[src/rtl/vga_timing_gen.sv]
// vga_timing_gen: waits for a stable PLL lock, then produces a pixel strobe and
// registered VGA sync/active/coordinate outputs for the pixel at (h,v).
module vga_timing_gen #(
    parameter int PIX_DIV     = 10,
    parameter int LOCK_CYCLES = 256,
    parameter int H_ACTIVE    = 640,
    parameter int H_FP        = 16,
    parameter int H_SYNC      = 96,
    parameter int H_BP        = 48,
    parameter int V_ACTIVE    = 480,
    parameter int V_FP        = 10,
    parameter int V_SYNC      = 2,
    parameter int V_BP        = 33,
    parameter bit SYNC_POL    = 1'b0
) (
    input  logic       clock_in,
    input  logic       reset,
    input  logic       locked,
    output logic       running,
    output logic       pix_en,
    output logic       hsync,
    output logic       vsync,
    output logic       active,
    output logic [9:0] x,
    output logic [9:0] y,
    output logic       frame_start
);
    localparam int LW = $clog2(LOCK_CYCLES + 1);
    localparam logic [LW-1:0] LOCK_LAST = LW'(LOCK_CYCLES - 1);
    localparam logic [4:0] DIV_LAST = 5'(PIX_DIV - 1);
    localparam logic [9:0] H_LAST = 10'(H_ACTIVE + H_FP + H_SYNC + H_BP - 1);
    localparam logic [9:0] V_LAST = 10'(V_ACTIVE + V_FP + V_SYNC + V_BP - 1);
    localparam logic [9:0] HA = 10'(H_ACTIVE);
    localparam logic [9:0] HS_BEG = 10'(H_ACTIVE + H_FP);
    localparam logic [9:0] HS_END = 10'(H_ACTIVE + H_FP + H_SYNC);
    localparam logic [9:0] VA = 10'(V_ACTIVE);
    localparam logic [9:0] VS_BEG = 10'(V_ACTIVE + V_FP);
    localparam logic [9:0] VS_END = 10'(V_ACTIVE + V_FP + V_SYNC);
    localparam logic WAIT_LOCK = 1'b0;
    localparam logic RUN = 1'b1;

    logic          state, state_n;
    logic [LW-1:0] lock_cnt, lock_n;
    logic [4:0]    div, div_n;
    logic [9:0]    h, v, h_n, v_n;
    logic          run_n, pix_n, v_vis, act_n, hs_on, vs_on;

    // Next pixel position; outputs are decoded from it so they land with the counters.
    always_comb begin
        state_n = WAIT_LOCK;
        lock_n  = '0;
        div_n   = '0;
        h_n     = '0;
        v_n     = '0;
        if (state == WAIT_LOCK) begin
            state_n = (locked && lock_cnt == LOCK_LAST) ? RUN : WAIT_LOCK;
            lock_n  = (locked && state_n == WAIT_LOCK) ? lock_cnt + 1'b1 : '0;
        end else if (locked) begin
            state_n = RUN;
            div_n   = (div == DIV_LAST) ? '0 : div + 1'b1;
            h_n     = (div != DIV_LAST) ? h : (h == H_LAST) ? '0 : h + 1'b1;
            v_n     = (div != DIV_LAST || h != H_LAST) ? v : (v == V_LAST) ? '0 : v + 1'b1;
        end
    end

    assign run_n = (state_n == RUN);
    assign pix_n = run_n && div_n == DIV_LAST;
    assign v_vis = run_n && v_n < VA;
    assign act_n = v_vis && h_n < HA;
    assign hs_on = run_n && h_n >= HS_BEG && h_n < HS_END;
    assign vs_on = run_n && v_n >= VS_BEG && v_n < VS_END;

    always_ff @(posedge clock_in) begin
        if (reset) begin
            state       <= WAIT_LOCK;
            lock_cnt    <= '0;
            div         <= '0;
            h           <= '0;
            v           <= '0;
            pix_en      <= 1'b0;
            active      <= 1'b0;
            x           <= '0;
            y           <= '0;
            hsync       <= ~SYNC_POL;
            vsync       <= ~SYNC_POL;
            frame_start <= 1'b0;
        end else begin
            state       <= state_n;
            lock_cnt    <= lock_n;
            div         <= div_n;
            h           <= h_n;
            v           <= v_n;
            pix_en      <= pix_n;
            active      <= act_n;
            x           <= act_n ? h_n : '0;
            y           <= v_vis ? v_n : '0;
            hsync       <= hs_on ? SYNC_POL : ~SYNC_POL;
            vsync       <= vs_on ? SYNC_POL : ~SYNC_POL;
            frame_start <= pix_n && h_n == '0 && v_n == '0;
        end
    end

    assign running = (state == RUN);
endmodule

[config.mk]
export PLATFORM = sky130hd
export DESIGN_NAME = vga_timing_gen
export DESIGN_NICKNAME = d
export VERILOG_FILES = /design/src/rtl/vga_timing_gen.sv
export SDC_FILE = /design/constraint.sdc
export NUM_CORES = 1
export LEC_CHECK = 0
export CAP_MARGIN = 40
export CORE_MARGIN = 2
export CORE_UTILIZATION = 55
export DETAILED_ROUTE_END_ITERATION = 8
export PLACE_DENSITY = 0.78
export RECOVER_POWER = 50
export SLEW_MARGIN = 5
export SYNTH_ARGS = -nofsm -noshare
export SYNTH_HDL_FRONTEND = slang
export SYNTH_SLANG_ARGS = --single-unit
[constraint.sdc]
create_clock -name clock_in -period 2.9 [get_ports clock_in]
set_input_delay 0.29 -clock clock_in [delete_from_list [all_inputs] [get_ports clock_in]]
set_output_delay 0.29 -clock clock_in [all_outputs]
set_load 0.03 [all_outputs]
==> results.cfg <==
[global_route]
track_usage_pct = 23.1
antenna_found_initial = 0
first_global_vias = 2031
grt_pass1_wl_um = 9230
grt_overflow = 0
grt_max_degree = 21

[detailed_routing]
drcViolationCount = 0
vias_per_cell = 5.63
vias = 2206
ant_nets = 0
drt-wirelength-per-cell_um = 14.4
first_pass_iters = 4
wl_um = 5640
drt_iter0_drc = 91

[synth]
yosys_register_bits = 60
yosys.area_share.simple_pct = 30.5
synth_xor_area_share_pct = 5.47
syn-num-nets = 300
synth_area_um2 = 2560
syn_avg_cell_area_um2 = 8.83
synth_warnings = 0
synth_cell_types = 48
synthCells = 290
synth_mux_area_share_pct = 0
synth_top_family_by_area = simple AND/OR/NAND/NOR gates
seq_area_frac_synth_pct = 46.9
synth_compound_area_share_pct = 9.73
synth-adder-area-share_pct = 3.42

[worst_setup_path]
crit_fanout = 20
crit_chain = ha_1 -> nand4bb_1 -> or4_4 -> o311a_1 -> a21oi_4 -> o41ai_4 -> buf_4 -> nor3_1
path_class = reg2reg
cp.arrival_ns = 2.96
cpLargestDelayFamily = simple AND/OR/NAND/NOR gates
slowest_delay_ns = 0.63
critPathSlowestCell = or4_4
reg2reg_from = h[0]
rrSetupSlack_ns = 0.18
required_ns = 3.14
cp_num_buf_inv = 1
end_kind = register
crit_start = h[0]
worstSetupStartpointType = register

[timing]
finalSetupTns_ns = 0
setup_viol = 0
final.period_utilization_pct = 93.9
tightestPinTransition_ns = 0.533
drv_slew = 0
fmax_ghz = 0.367
period_minus_slack_ns = 2.72
rsz0062_at_grt = false
skew_ns = 0.00612
maxSlewHeadroom_pct = 64.1
final_hold_viol_count = 0

[placed_design]
place.gp.congestion = 0.939
dpl.hpwl_um = 4030
io_buffers = 28

[clocking]
holdBufCountCts = 0
htree_levels = 3
numCtsBuffers = 9
clock_path_buffers = 2
cts_tree = built
insertion_delay_ns = 0.33
path_clk_slew_ns = 0.06
cts_sinks = 60
cts_root_buf = clkbuf_8

[layout]
antenna_cells = 0
final_cell_mix = dfxtp_1, nor2_1, nor3_1, nand2_1, dlygate4sd3_1
final_nets = 345
drive_above_1_share_pct = 10.6
syn2layout_area_growth_pct = 22.9
layout_commonest_cell = dfxtp_1
final_util_pct = 71.3

[floorplan]
core_area_um2 = 4410
rows = 24
io_pins = 29
die_w_um = 72.2
start_util_pct = 58.0
dieArea_um2 = 5220
die_h_um = 72.2

[run_status]
outcome = finished clean

[pwr]
leakage_nw = 1.24
power_density_nw_per_um2 = 481
p_seq_share_pct = 54.8
power_frac_comb_pct = 0.9
p_clk_share_pct = 44.3
p_int_mw = 1.21
switching_share_pct = 19.8
p_switching_uw = 300
peakVddDrop_v = 0.000433

[hold_path]
worstHoldStart = lock_cnt[0]
hp-class = reg2reg

[flow_run]
maxCapViolCount = 0
-- area by class of cell --
cell class	count	area [um^2]
Multi-Input combinational cell	211	1270
Fill cell	346	1270
Sequential cell	60	1200
Timing Repair Buffer	43	385
Clock buffer	15	176
Tap cell	52	65.1
Inverter	10	37.5
Clock inverter	1	5.00
-- registers in the layout, indices dropped and copies added, names as in the netlist --
name and cells:
h 10, v 10, x 10, y 10, lock_cnt 9, div 5, active 1, frame_start 1
hsync 1, pix_en 1, running 1, vsync 1
-- per-layer routing --
metal / track usage, % / vias up / wire length, um
li1: - / 1111 / -
met2: 40.0 / 52 / 2780
met5: 0 / - / 0
met3: 8.61 / 7 / 295
met4: 8.39 / 0 / 55
met1: 26.0 / 1036 / 2510
-- power by group through the flow --
stage | logic, mW | registers, mW | clock network, mW
floorplan | 0.00502 | 0.847 | 0
global placement | 0.0138 | 0.846 | 0
detailed placement | 0.0136 | 0.846 | 0
CTS | 0.0141 | 0.828 | 0.687
global route | 0.0149 | 0.828 | 0.725
finish | 0.0137 | 0.828 | 0.670
-- path summary, 6_finish.rpt --
path              cells past startpoint          end
hold / removal                        1  lock_cnt[0]
hold reg to reg                       1  lock_cnt[0]
setup reg to reg                      8         x[3]
setup / recovery                      8         x[3]
-- kinds of logic after synthesis --
family,count (synthesis)
and+or+nand+nor,153
DFF,60
AOI/OAI and AO/OA,34
buffers and inverters,19
xor gates and xnor gates,16
adders and majority gates,7
other,1
-- cells in the mapped netlist (all sizes together) --
master	instances	area, um^2
and4	1	8.76
nand4	6	37.5
or4	1	11.3
nand3b	1	7.51
nor2	38	143
nor2b	4	25.0
nor4b	1	8.76
xnor2	9	78.8
nand4bb	2	22.5
dfxtp	60	1200
nand3	18	90.1
buf	5	42.5
o41ai	1	27.5
o32ai	1	8.76
nor4bb	1	10.0
nand2b	1	6.26
and3	6	37.5
o221ai	1	8.76
o21a	4	30.0
ha	7	87.6
o211a	1	10.0
a21o	1	7.51
a31oi	2	12.5
a41oi	2	17.5
nand2	26	97.6
conb	1	3.75
a22oi	1	7.51
or2	2	12.5
o21ai	10	57.6
or3	4	25.0
inv	10	37.5
nor4	9	75.1
clkbuf	4	16.3
o22ai	2	12.5
a21oi	7	38.8
xor2	7	61.3
and2	3	18.8
o311a	1	10.0
nor3	29	145
-- worst reg2reg max path, stage by stage, from the launching register on --
cell and delay, ns:
dfxtp_1 0.40, ha_1 0.23, nand4bb_1 0.19, or4_4 0.63, o311a_1 0.41, a21oi_4 0.22, o41ai_4 0.10, buf_4 0.23
nor3_1 0.23
-- stage by stage --
stage / hold slack, ns / power, mW / setup WS [ns] / cells / instance area, um^2
CTS: 0.473 / 1.53 / 0.117 / 392 / 3140
global route: 0.514 / 1.57 / 0.00906 / 392 / 3150
floorplan: 0.430 / 0.852 / 0.349 / 290 / 2560
finish: 0.469 / 1.51 / 0.177 / 392 / 3150
global placement: 0.440 / 0.860 / 0.295 / 376 / 2960
detailed placement: 0.451 / 0.859 / 0.145 / 376 / 2960
-- what timing repair did --
action	in CTS	in global routing
resized for setup	0	2
buffers inserted	0	0
setup endpoints to repair	0	12
(Power assumes the default switching activity.)
